[src/rtl/usrt_pkg.sv]
// Shared constants for the USRT frame controller: register map, bit
// positions, frame geometry and frame state machine encodings.
package usrt_pkg;

  localparam logic [1:0] ADDR_DATA = 2'd0;
  localparam logic [1:0] ADDR_STAT = 2'd1;
  localparam logic [1:0] ADDR_CTRL = 2'd2;
  localparam logic [1:0] ADDR_DIV  = 2'd3;

  localparam int unsigned ST_TX_FULL  = 0;
  localparam int unsigned ST_RX_VALID = 1;
  localparam int unsigned ST_TX_BUSY  = 2;
  localparam int unsigned ST_PAR_ERR  = 3;
  localparam int unsigned ST_STOP_ERR = 4;
  localparam int unsigned ST_OVR      = 5;

  localparam int unsigned CTRL_EN     = 0;
  localparam int unsigned CTRL_IRQ_TX = 1;
  localparam int unsigned CTRL_IRQ_RX = 2;

  localparam int unsigned FRAME_DATA_BITS = 8;
  localparam int unsigned BIT_CNT_W       = $clog2(FRAME_DATA_BITS);

  typedef enum logic [2:0] {
    TX_IDLE,
    TX_START,
    TX_DATA,
    TX_PARITY,
    TX_STOP
  } tx_state_t;

  typedef enum logic [1:0] {
    RX_IDLE,
    RX_DATA,
    RX_PARITY,
    RX_STOP
  } rx_state_t;

endpackage

[src/rtl/usrt_frame_ctrl_if.sv]
// APB-side signal bundle of the USRT frame controller.
interface usrt_frame_ctrl_if;
  logic       pSel;
  logic       pEnable;
  logic       pWrite;
  logic [1:0] pAddr;
  logic [7:0] pWData;
  logic [7:0] pRData;
  logic       pReady;
  logic       pSlverr;

  modport master (
    output pSel, pEnable, pWrite, pAddr, pWData,
    input  pRData, pReady, pSlverr
  );

  modport slave (
    input  pSel, pEnable, pWrite, pAddr, pWData,
    output pRData, pReady, pSlverr
  );
endinterface

[src/rtl/usrt_baud_tick.sv]
// Baud tick generator: counts 0..div and emits a one-cycle uClk strobe on wrap.
module usrt_baud_tick #(
  parameter int unsigned DIV_W = 8
) (
  input  logic             pClk,
  input  logic             rst,
  input  logic             en,
  input  logic             clr,
  input  logic [DIV_W-1:0] div,
  output logic             uClk
);

  logic [DIV_W-1:0] cnt_q, cnt_d;
  logic             tick;

  // Next count: cleared on request or while disabled, wraps at div.
  always_comb begin
    tick  = en && (cnt_q == div);
    cnt_d = cnt_q;
    if (clr || !en) begin
      cnt_d = '0;
    end else if (tick) begin
      cnt_d = '0;
    end else begin
      cnt_d = cnt_q + DIV_W'(1);
    end
  end

  // Counter register.
  always_ff @(posedge pClk) begin
    if (rst) cnt_q <= '0;
    else     cnt_q <= cnt_d;
  end

  assign uClk = tick;

endmodule

[src/rtl/usrt_frame_ctrl.sv]
// USRT frame controller: APB register file, TX/RX frame FSMs and baud tick.
// Frame: start=1, 8 data bits LSB first, even-XOR parity, stop=0; idle line 0.
module usrt_frame_ctrl
  import usrt_pkg::*;
#(
  parameter int unsigned DIV_DEFAULT = 79,
  parameter int unsigned DIV_W       = 8
) (
  input  logic               pClk,
  input  logic               rst,
  usrt_frame_ctrl_if.slave   apb,
  input  logic               rxd,
  output logic               txd,
  output logic               uClk,
  output logic               irq
);

  localparam logic [BIT_CNT_W-1:0] LAST_BIT = BIT_CNT_W'(FRAME_DATA_BITS - 1);

  logic [2:0]           ctrl_q, ctrl_d;
  logic [DIV_W-1:0]     div_q, div_d;
  logic [7:0]           tx_hold_q, tx_hold_d;
  logic                 tx_full_q, tx_full_d;
  logic [7:0]           rx_hold_q, rx_hold_d;
  logic                 rx_valid_q, rx_valid_d;
  logic                 par_err_q, par_err_d;
  logic                 stop_err_q, stop_err_d;
  logic                 ovr_q, ovr_d;

  tx_state_t            tx_state_q, tx_state_d;
  logic [7:0]           tx_sh_q, tx_sh_d;
  logic [BIT_CNT_W-1:0] tx_cnt_q, tx_cnt_d;
  logic                 tx_par_q, tx_par_d;
  logic                 txd_q, txd_d;
  logic                 tx_load;

  rx_state_t            rx_state_q, rx_state_d;
  logic [7:0]           rx_sh_q, rx_sh_d;
  logic [BIT_CNT_W-1:0] rx_cnt_q, rx_cnt_d;
  logic                 rx_par_bad_q, rx_par_bad_d;
  logic                 rx_good, rx_par_fail, rx_stop_fail;

  logic access, wr_data, wr_stat, wr_ctrl, wr_div, rd_data;
  logic tx_accept, rx_pop, en_next, tx_busy;
  logic [7:0] status;

  assign access    = apb.pSel & apb.pEnable;
  assign wr_data   = access &  apb.pWrite & (apb.pAddr == ADDR_DATA);
  assign wr_stat   = access &  apb.pWrite & (apb.pAddr == ADDR_STAT);
  assign wr_ctrl   = access &  apb.pWrite & (apb.pAddr == ADDR_CTRL);
  assign wr_div    = access &  apb.pWrite & (apb.pAddr == ADDR_DIV);
  assign rd_data   = access & ~apb.pWrite & (apb.pAddr == ADDR_DATA);
  assign tx_accept = wr_data & ~tx_full_q;
  assign rx_pop    = rd_data & rx_valid_q;
  assign tx_busy   = (tx_state_q != TX_IDLE);

  // FSMs follow the enable value being committed this edge, so clearing en
  // idles both frames on the same edge as the CTRL write.
  assign en_next   = ctrl_d[CTRL_EN];

  usrt_baud_tick #(.DIV_W(DIV_W)) u_baud (
    .pClk (pClk),
    .rst  (rst),
    .en   (ctrl_q[CTRL_EN]),
    .clr  (wr_div | ~en_next),
    .div  (div_q),
    .uClk (uClk)
  );

  // Configuration registers: CTRL and DIV.
  always_comb begin
    ctrl_d = ctrl_q;
    div_d  = div_q;
    if (wr_ctrl) ctrl_d = apb.pWData[2:0];
    if (wr_div)  div_d  = DIV_W'(apb.pWData);
  end

  // TX frame FSM: next state, shift register and registered line value.
  always_comb begin
    tx_state_d = tx_state_q;
    tx_sh_d    = tx_sh_q;
    tx_cnt_d   = tx_cnt_q;
    tx_par_d   = tx_par_q;
    txd_d      = txd_q;
    tx_load    = 1'b0;
    if (!en_next) begin
      tx_state_d = TX_IDLE;
      txd_d      = 1'b0;
    end else if (uClk) begin
      case (tx_state_q)
        TX_IDLE: begin
          if (tx_full_q) begin
            tx_load    = 1'b1;
            tx_state_d = TX_START;
            tx_sh_d    = tx_hold_q;
            tx_par_d   = ^tx_hold_q;
            txd_d      = 1'b1;
          end
        end
        TX_START: begin
          tx_state_d = TX_DATA;
          txd_d      = tx_sh_q[0];
          tx_sh_d    = tx_sh_q >> 1;
          tx_cnt_d   = '0;
        end
        TX_DATA: begin
          if (tx_cnt_q == LAST_BIT) begin
            tx_state_d = TX_PARITY;
            txd_d      = tx_par_q;
          end else begin
            txd_d    = tx_sh_q[0];
            tx_sh_d  = tx_sh_q >> 1;
            tx_cnt_d = tx_cnt_q + BIT_CNT_W'(1);
          end
        end
        TX_PARITY: begin
          tx_state_d = TX_STOP;
          txd_d      = 1'b0;
        end
        TX_STOP: begin
          if (tx_full_q) begin
            tx_load    = 1'b1;
            tx_state_d = TX_START;
            tx_sh_d    = tx_hold_q;
            tx_par_d   = ^tx_hold_q;
            txd_d      = 1'b1;
          end else begin
            tx_state_d = TX_IDLE;
            txd_d      = 1'b0;
          end
        end
        default: begin
          tx_state_d = TX_IDLE;
          txd_d      = 1'b0;
        end
      endcase
    end
  end

  // RX frame FSM: samples rxd on each tick and reports frame outcome.
  always_comb begin
    rx_state_d   = rx_state_q;
    rx_sh_d      = rx_sh_q;
    rx_cnt_d     = rx_cnt_q;
    rx_par_bad_d = rx_par_bad_q;
    rx_good      = 1'b0;
    rx_par_fail  = 1'b0;
    rx_stop_fail = 1'b0;
    if (!en_next) begin
      rx_state_d = RX_IDLE;
    end else if (uClk) begin
      case (rx_state_q)
        RX_IDLE: begin
          if (rxd) begin
            rx_state_d = RX_DATA;
            rx_cnt_d   = '0;
          end
        end
        RX_DATA: begin
          rx_sh_d = {rxd, rx_sh_q[7:1]};
          if (rx_cnt_q == LAST_BIT) rx_state_d = RX_PARITY;
          else                      rx_cnt_d   = rx_cnt_q + BIT_CNT_W'(1);
        end
        RX_PARITY: begin
          rx_par_bad_d = rxd ^ (^rx_sh_q);
          rx_state_d   = RX_STOP;
        end
        RX_STOP: begin
          rx_par_fail  = rx_par_bad_q;
          rx_stop_fail = rxd;
          rx_good      = ~rx_par_bad_q & ~rxd;
          rx_state_d   = RX_IDLE;
        end
        default: rx_state_d = RX_IDLE;
      endcase
    end
  end

  // Holding registers and status flags; a frame load beats a same-edge pop.
  always_comb begin
    tx_hold_d  = tx_hold_q;
    tx_full_d  = tx_full_q;
    rx_hold_d  = rx_hold_q;
    rx_valid_d = rx_valid_q;
    par_err_d  = par_err_q;
    stop_err_d = stop_err_q;
    ovr_d      = ovr_q;
    if (tx_load) tx_full_d = 1'b0;
    if (tx_accept) begin
      tx_hold_d = apb.pWData;
      tx_full_d = 1'b1;
    end
    if (rx_pop) rx_valid_d = 1'b0;
    if (wr_stat) begin
      if (apb.pWData[ST_PAR_ERR])  par_err_d  = 1'b0;
      if (apb.pWData[ST_STOP_ERR]) stop_err_d = 1'b0;
      if (apb.pWData[ST_OVR])      ovr_d      = 1'b0;
    end
    if (rx_par_fail)  par_err_d  = 1'b1;
    if (rx_stop_fail) stop_err_d = 1'b1;
    if (rx_good) begin
      if (rx_valid_q && !rx_pop) begin
        ovr_d = 1'b1;
      end else begin
        rx_hold_d  = rx_sh_q;
        rx_valid_d = 1'b1;
      end
    end
  end

  // APB response: zero-wait ready, read mux and error flag.
  always_comb begin
    status                = '0;
    status[ST_TX_FULL]    = tx_full_q;
    status[ST_RX_VALID]   = rx_valid_q;
    status[ST_TX_BUSY]    = tx_busy;
    status[ST_PAR_ERR]    = par_err_q;
    status[ST_STOP_ERR]   = stop_err_q;
    status[ST_OVR]        = ovr_q;
    apb.pReady  = access;
    apb.pSlverr = (wr_data & tx_full_q) | (rd_data & ~rx_valid_q);
    apb.pRData  = '0;
    if (access) begin
      case (apb.pAddr)
        ADDR_DATA: apb.pRData = rx_valid_q ? rx_hold_q : 8'h00;
        ADDR_STAT: apb.pRData = status;
        ADDR_CTRL: apb.pRData = {5'b00000, ctrl_q};
        default:   apb.pRData = 8'(div_q);
      endcase
    end
  end

  // State registers.
  always_ff @(posedge pClk) begin
    if (rst) begin
      ctrl_q       <= '0;
      div_q        <= DIV_W'(DIV_DEFAULT);
      tx_hold_q    <= '0;
      tx_full_q    <= 1'b0;
      rx_hold_q    <= '0;
      rx_valid_q   <= 1'b0;
      par_err_q    <= 1'b0;
      stop_err_q   <= 1'b0;
      ovr_q        <= 1'b0;
      tx_state_q   <= TX_IDLE;
      tx_sh_q      <= '0;
      tx_cnt_q     <= '0;
      tx_par_q     <= 1'b0;
      txd_q        <= 1'b0;
      rx_state_q   <= RX_IDLE;
      rx_sh_q      <= '0;
      rx_cnt_q     <= '0;
      rx_par_bad_q <= 1'b0;
    end else begin
      ctrl_q       <= ctrl_d;
      div_q        <= div_d;
      tx_hold_q    <= tx_hold_d;
      tx_full_q    <= tx_full_d;
      rx_hold_q    <= rx_hold_d;
      rx_valid_q   <= rx_valid_d;
      par_err_q    <= par_err_d;
      stop_err_q   <= stop_err_d;
      ovr_q        <= ovr_d;
      tx_state_q   <= tx_state_d;
      tx_sh_q      <= tx_sh_d;
      tx_cnt_q     <= tx_cnt_d;
      tx_par_q     <= tx_par_d;
      txd_q        <= txd_d;
      rx_state_q   <= rx_state_d;
      rx_sh_q      <= rx_sh_d;
      rx_cnt_q     <= rx_cnt_d;
      rx_par_bad_q <= rx_par_bad_d;
    end
  end

  assign txd = txd_q;
  assign irq = (ctrl_q[CTRL_IRQ_RX] & (rx_valid_q | par_err_q | stop_err_q | ovr_q))
             | (ctrl_q[CTRL_IRQ_TX] & ctrl_q[CTRL_EN] & ~tx_full_q);

endmodule

[src/flat_wrapper.sv]
// flat-port wrapper written by rule: the top's interface ports become plain ports
module usrt_frame_ctrl_flat import usrt_pkg::*;
#(
  parameter int unsigned DIV_DEFAULT = 79,
  parameter int unsigned DIV_W       = 8
)
  (pClk, rst, rxd, txd, uClk, irq, apb_pSel, apb_pEnable, apb_pWrite, apb_pAddr, apb_pWData, apb_pRData, apb_pReady, apb_pSlverr);
  usrt_frame_ctrl_if apb_i ();
  input  logic pClk;
  input  logic rst;
  input  logic rxd;
  output logic txd;
  output logic uClk;
  output logic irq;
  input wire logic [$bits(apb_i.pSel)-1:0] apb_pSel;
  input wire logic [$bits(apb_i.pEnable)-1:0] apb_pEnable;
  input wire logic [$bits(apb_i.pWrite)-1:0] apb_pWrite;
  input wire logic [$bits(apb_i.pAddr)-1:0] apb_pAddr;
  input wire logic [$bits(apb_i.pWData)-1:0] apb_pWData;
  output wire logic [$bits(apb_i.pRData)-1:0] apb_pRData;
  output wire logic [$bits(apb_i.pReady)-1:0] apb_pReady;
  output wire logic [$bits(apb_i.pSlverr)-1:0] apb_pSlverr;
  assign apb_i.pSel = apb_pSel;
  assign apb_i.pEnable = apb_pEnable;
  assign apb_i.pWrite = apb_pWrite;
  assign apb_i.pAddr = apb_pAddr;
  assign apb_i.pWData = apb_pWData;
  assign apb_pRData = apb_i.pRData;
  assign apb_pReady = apb_i.pReady;
  assign apb_pSlverr = apb_i.pSlverr;
  usrt_frame_ctrl #(.DIV_DEFAULT(DIV_DEFAULT), .DIV_W(DIV_W)) u_core (.pClk(pClk), .rst(rst), .apb(apb_i), .rxd(rxd), .txd(txd), .uClk(uClk), .irq(irq));
endmodule
[config.mk]
export PLATFORM = sky130hd
export DESIGN_NAME = usrt_frame_ctrl_flat
export DESIGN_NICKNAME = d
export VERILOG_FILES = /design/src/rtl/usrt_pkg.sv /design/src/rtl/usrt_frame_ctrl_if.sv /design/src/rtl/usrt_baud_tick.sv /design/src/rtl/usrt_frame_ctrl.sv /design/src/flat_wrapper.sv
export SDC_FILE = /design/constraint.sdc
export NUM_CORES = 1
export LEC_CHECK = 0
export CAP_MARGIN = 25
export CORE_MARGIN = 2
export CORE_UTILIZATION = 65
export CTS_BUF_LIST = sky130_fd_sc_hd__clkbuf_2 sky130_fd_sc_hd__clkbuf_4 sky130_fd_sc_hd__clkbuf_8
export CTS_CLUSTER_SIZE = 28
export DETAILED_ROUTE_END_ITERATION = 16
export GPL_TIMING_DRIVEN = 0
export PLACE_DENSITY = 0.86
export SYNTH_ARGS = -nofsm -noshare
export SYNTH_HDL_FRONTEND = slang
export SYNTH_SLANG_ARGS = --single-unit
export TNS_END_PERCENT = 50
[constraint.sdc]
create_clock -name pClk -period 5.19 [get_ports pClk]
set_input_delay 1.557 -clock pClk [delete_from_list [all_inputs] [get_ports pClk]]
set_output_delay 1.557 -clock pClk [all_outputs]
set_load 0.02 [all_outputs]
==> Word-level counts from Yosys, hierarchy flattened <==
Cells that the tools add are included.
{ "word_totals": {"elab_cells": 157, "regBits": 70, "input_bits": 16} }
{ "classes": {"bitwise": 30, "n_reduce_logical": 34, "eq_ne": 20, "n_addsub": 3, "mux": 50} }
{ "op_table": {"columns": ["op", "count"], "rows": [
  ["case mux 8 bit (3 select lines)", 2],
  ["2-to-1 mux 1 bit", 32],
  ["2-to-1 mux 8 bit", 4],
  ["AND 1 bit", 16],
  ["parity 8 bit", 2],
  ["2-to-1 mux 3 bit", 5],
  ["case mux 3 bit (5 select lines)", 1],
  ["nonzero test 2 bit", 7],
  ["case mux 3 bit (2 select lines)", 2],
  ["AND reduction 3 bit", 4],
  ["AND reduction 5 bit", 2],
  ["equality test 3 bit, second input constant", 3],
  ["adder 8 x 1 -> 8 bit, second input constant", 1],
  ["equality test 2 bit, second input constant", 4],
  ["equality test 8 bit", 1],
  ["!= test 2 x 1 -> 1 bit, second input constant", 4],
  ["case mux 2 bit (4 select lines)", 1],
  ["AND reduction 2 bit", 4],
  ["AND reduction 4 bit", 2],
  ["NOT 1 bit", 7],
  ["adder 3 x 1 -> 3 bit, second input constant", 2],
  ["equality test 3 x 2 -> 1 bit, second input constant", 2],
  ["!= test 2 bit, second input constant", 3],
  ["OR 1 bit", 6],
  ["other kinds (13)", 20]
]} }

==> Longest topological paths before layout <==
{ "depth": {"ltp_word": 8, "depth_mapped": 8} }

==> Modules after synthesis <==
A second synthesis with hierarchy kept.
{ "hier_totals": {"hier_cells": 406, "hier_area_um2": 3593.4} }
{ "by_module_without_submodules": {"columns": ["module", "seq_area_each_um2", "instances", "cells_each", "area_each_um2"], "rows": [
  ["usrt_frame_ctrl", 1241.2, 1, 361, 3189.3],
  ["usrt_baud_tick", 160.2, 1, 45, 404.1]
]} }

==> Least setup slack after synthesis <==
OpenSTA, ideal clock, no wires.
{ "synth_path": {"path_type": "in2out", "from": "input apb_pAddr[1]", "to": "output apb_pRData[1]", "path_slack_ps": 714, "path_stages": 4, "arrival_ps": 2919, "cell_sequence": "clkbuf_1 -> clkbuf_1 -> nor2_1 -> nor4_1"} }
{ "synth_via": {"elab_chain_cells": 3, "elab_cells_between_ends": 5, "classes_between": "eq/ne (2); mux (2); reduce/logical (1)"} }
{ "synth_lines": {"columns": ["item", "line", "text"], "rows": [
  ["from (decl)", "flat_wrapper.sv:18", "input wire logic [$bits(apb_i.pAddr)-1:0] apb_pAddr;"],
  ["equality test 2 bit (tied with other cells)", "usrt_frame_ctrl.sv:224", "case (apb.pAddr)"],
  ["case mux 8 bit (3 select lines) *", "usrt_frame_ctrl.sv:224", null],
  ["2-to-1 mux 8 bit *", "usrt_frame_ctrl.sv:223", "if (access) begin"],
  ["to (decl)", "flat_wrapper.sv:20", "output wire logic [$bits(apb_i.pRData)-1:0] apb_pRData;"]
]} }
Mark *: on every way between the ends. The rest lies on a longest branch, timed or not.

==> Final worst setup path <==
Ends and elaborated chain as after synthesis.

==> run metrics <==
FILL cells 399; DRT iter0 DRCs 333; Placement Rows 27; Multi-input gate area 2049 um^2; Critical Path End Type output port; P_leak 1.486 nW; DRT antenna net count 0; Post-Place Cells 503; launching point of the worst reg2reg path u_core.tx_state_q[0]; register area 1401 um^2; vias in the first global route 3027; Ys Warns 0; Async SR Flop Fraction 0; total number of vias 3195; Top FF cell, synth dfxtp_1; Max FO, Critical Path 13; fraction of the yosys area taken by sequential cells 0.3908; Diodes inserted 0; latest clock arrival within the worst-skew pair 0.36 ns; Logic pwr share 0.058; sequential share of power 0.517; Final Skew 0.006851 ns; # setup viols final 0; Net Sw Frac 0.2396; Detailed Route WL 9021 um; Worst Reg-to-Reg Cells 7; vias per cell 6.156; power density over the cells 253.4 nW/um^2; CP endpoint apb_pRData[1]; reg2reg end u_core.tx_sh_q[6]; Peak VDD IR 182.6 uV; Mapped Avg Cell Area 8.854 um^2; post-synthesis cell area 3586 um^2; Post-Syn Nets 431; TNS Setup 0 ns; clock sink total 70; CTS buffer count 9; startpoint types primary input; Worst setup startpoint apb_pAddr[1]; layout cells sized above 1 0.08277; final hold vios 0; worst slew pin tran 0.9944 ns; DIE AREA 6127 um^2; Initial Utilization 0.6634; status complete, no violations; FF+latch count, synth 70; # IOs 29; initial antenna violation count 0; min-delay worst type register to register; period utilisation layout 0.9710; P_int 0.7976 mW; most common cell after layout, fill and taps aside dfxtp_1; RSZ-0062 raised after global routing false; CORE AREA 5405 um^2; grt ovf 0; number of flops mapped to enable cells by yosys 0; Switching Power 0.2513 mW; slew margin rel. 0.3346; H-tree levels 3; CTS tree done; Cells after Synth 405; Die H 78.28 um; DR WL/cell 17.38 um; Cell Count, Final, Fillers Out 519; Reg clk slew, reported paths 0.08 ns; GP Congestion 0.9811; Longest Clk Path Bufs 2; total power 1.049 mW; post-synth cell types 47; dpl hpwl 6371 um; fin util 0.7657; Die Width 78.28 um; post-CTS setup buffers 0; Worst EP arrival 3.48 ns; largest net degree at the start of global routing 14; CTS root buf clkbuf_8; I/O Buffers 26; cell area after placement 3936 um^2; commonest non-fill, non-tap cells in the layout dfxtp_1, nor2_1, a21oi_1; first-pass GRT wire length 14840 um; post-route cell area 4139 um^2; Period minus WS final 5.040 ns; FMAX 198.4 MHz; MaxCap Viol Count 0; Area Overhead vs Synth 15.42%; Crit Path Category primary input to output port; # DRC 0; router iterations before antenna repair 5; Clock power frac 0.426; FF-to-FF setup slack 2.80 ns; Total GRT Usage 0.3133; data required time at the worst endpoint 3.63 ns; max-slew violation count 0; fin nets 468
-- cell families after synthesis --
kind of cell / share of synthesized area
AO/OA/AOI/OAI: 0.1846
XOR/XNOR: 0.07223
adder cells (fa/ha/maj): 0.03489
buffers and inverters: 0.03768
flip-flops: 0.3908
multiplexers: 0.09072
AND/OR/NAND/NOR: 0.1891
-- synth_stat cells, drive strengths merged (3+ instances only) --
| master | n | share of area |
|---|---|---|
| nor2 | 45 | 0.047 |
| mux2 | 4 | 0.013 |
| inv | 9 | 0.0094 |
| nor3b | 3 | 0.0063 |
| a21oi | 36 | 0.050 |
| a2111oi | 3 | 0.018 |
| a211oi | 6 | 0.013 |
| o21ai | 23 | 0.032 |
| nand3 | 14 | 0.021 |
| a22oi | 3 | 0.0063 |
| mux2i | 28 | 0.078 |
| a21o | 3 | 0.0063 |
| dfxtp | 70 | 0.39 |
| a311oi | 7 | 0.017 |
| nor4 | 3 | 0.0052 |
| or3 | 3 | 0.0066 |
| xnor2 | 24 | 0.059 |
| nor2b | 7 | 0.012 |
| nand4 | 10 | 0.017 |
| a211o | 6 | 0.015 |
| nor3 | 4 | 0.0056 |
| buf | 7 | 0.010 |
| clkbuf | 17 | 0.018 |
| xor2 | 3 | 0.0073 |
| ha | 10 | 0.035 |
| nand3b | 3 | 0.0063 |
| or3b | 3 | 0.0073 |
| nand2b | 12 | 0.023 |
| nand2 | 22 | 0.023 |
-- area by class of cell --
cell class / count / area share
plain buffers: 23 / 0.02388
clock buffers: 10 / 0.03325
clock inverters: 6 / 0.01481
inverters: 9 / 0.008162
multi-input cells: 302 / 0.4952
flip-flops and latches: 70 / 0.3386
well taps: 72 / 0.02177
repair buffers: 27 / 0.06439
-- critical path, cell delays in order --
cell and delay, ns:
dlygate4sd2_1 0.54, clkbuf_2 0.32, nor2_1 0.08, nor4_1 0.31, clkdlybuf4s50_1 0.67
-- state kept, by name (all words and copies together) (netlist names) --
name,flops
u_core.ctrl_q,3
u_core.div_q,8
u_core.ovr_q,1
u_core.par_err_q,1
u_core.rx_cnt_q,3
u_core.rx_hold_q,8
u_core.rx_par_bad_q,1
u_core.rx_sh_q,8
u_core.rx_state_q,2
u_core.rx_valid_q,1
u_core.stop_err_q,1
u_core.tx_cnt_q,3
u_core.tx_full_q,1
u_core.tx_hold_q,8
u_core.tx_par_q,1
u_core.tx_sh_q,8
u_core.tx_state_q,3
u_core.txd,1
u_core.u_baud.cnt_q,8
-- what timing repair did --
action | CTS | global route
setup endpoints to repair | 8 | 0
hold buffers | 0 | 0
gates resized for setup | 2 | 0
-- routing by layer --
metal / wire length (um) / vias up / global-route usage
li1: - / 1531 / -
met5: 0 / - / 0
met1: 3792 / 1527 / 0.3896
met2: 4453 / 112 / 0.5293
met4: 245 / 0 / 0.1368
met3: 529 / 25 / 0.06092
-- how the worst min path moves through the flow --
| stage | from | slack, ns | depth (start not counted) | endpoint |
|---|---|---|---|---|
| 2_1_floorplan | u_core.u_baud.cnt_q[0] | 0.44 | 1 | u_core.u_baud.cnt_q[0] |
| 4_1_cts | u_core.rx_hold_q[4] | 0.48 | 2 | u_core.rx_hold_q[4] |
| 3_5_place_dp | u_core.rx_hold_q[4] | 0.47 | 2 | u_core.rx_hold_q[4] |
| 3_3_place_gp | u_core.u_baud.cnt_q[0] | 0.46 | 1 | u_core.u_baud.cnt_q[0] |
| 5_1_grt | u_core.rx_hold_q[6] | 0.51 | 2 | u_core.rx_hold_q[6] |
| 6_report | u_core.rx_hold_q[4] | 0.48 | 2 | u_core.rx_hold_q[4] |
-- power groups by stage --
stage          clock [mW]  sequential [mW]  combinational, mW
2_1_floorplan           0            0.553             0.0334
5_1_grt             0.470            0.542             0.0643
4_1_cts             0.446            0.542             0.0596
3_3_place_gp            0            0.554             0.0583
3_5_place_dp            0            0.555             0.0592
6_report            0.446            0.542             0.0604
-- per-stage QoR --
stage / setup WS [ns] / hold WS [ns]
floorplan: 0.7144 / 0.4371
CTS: 0.2001 / 0.4844
finish: 0.1504 / 0.4837
global route: 0.1105 / 0.5104
detailed placement: -0.3204 / 0.4743
global placement: -0.2928 / 0.4583
No activity file was read; power rests on OpenSTA's default activity.
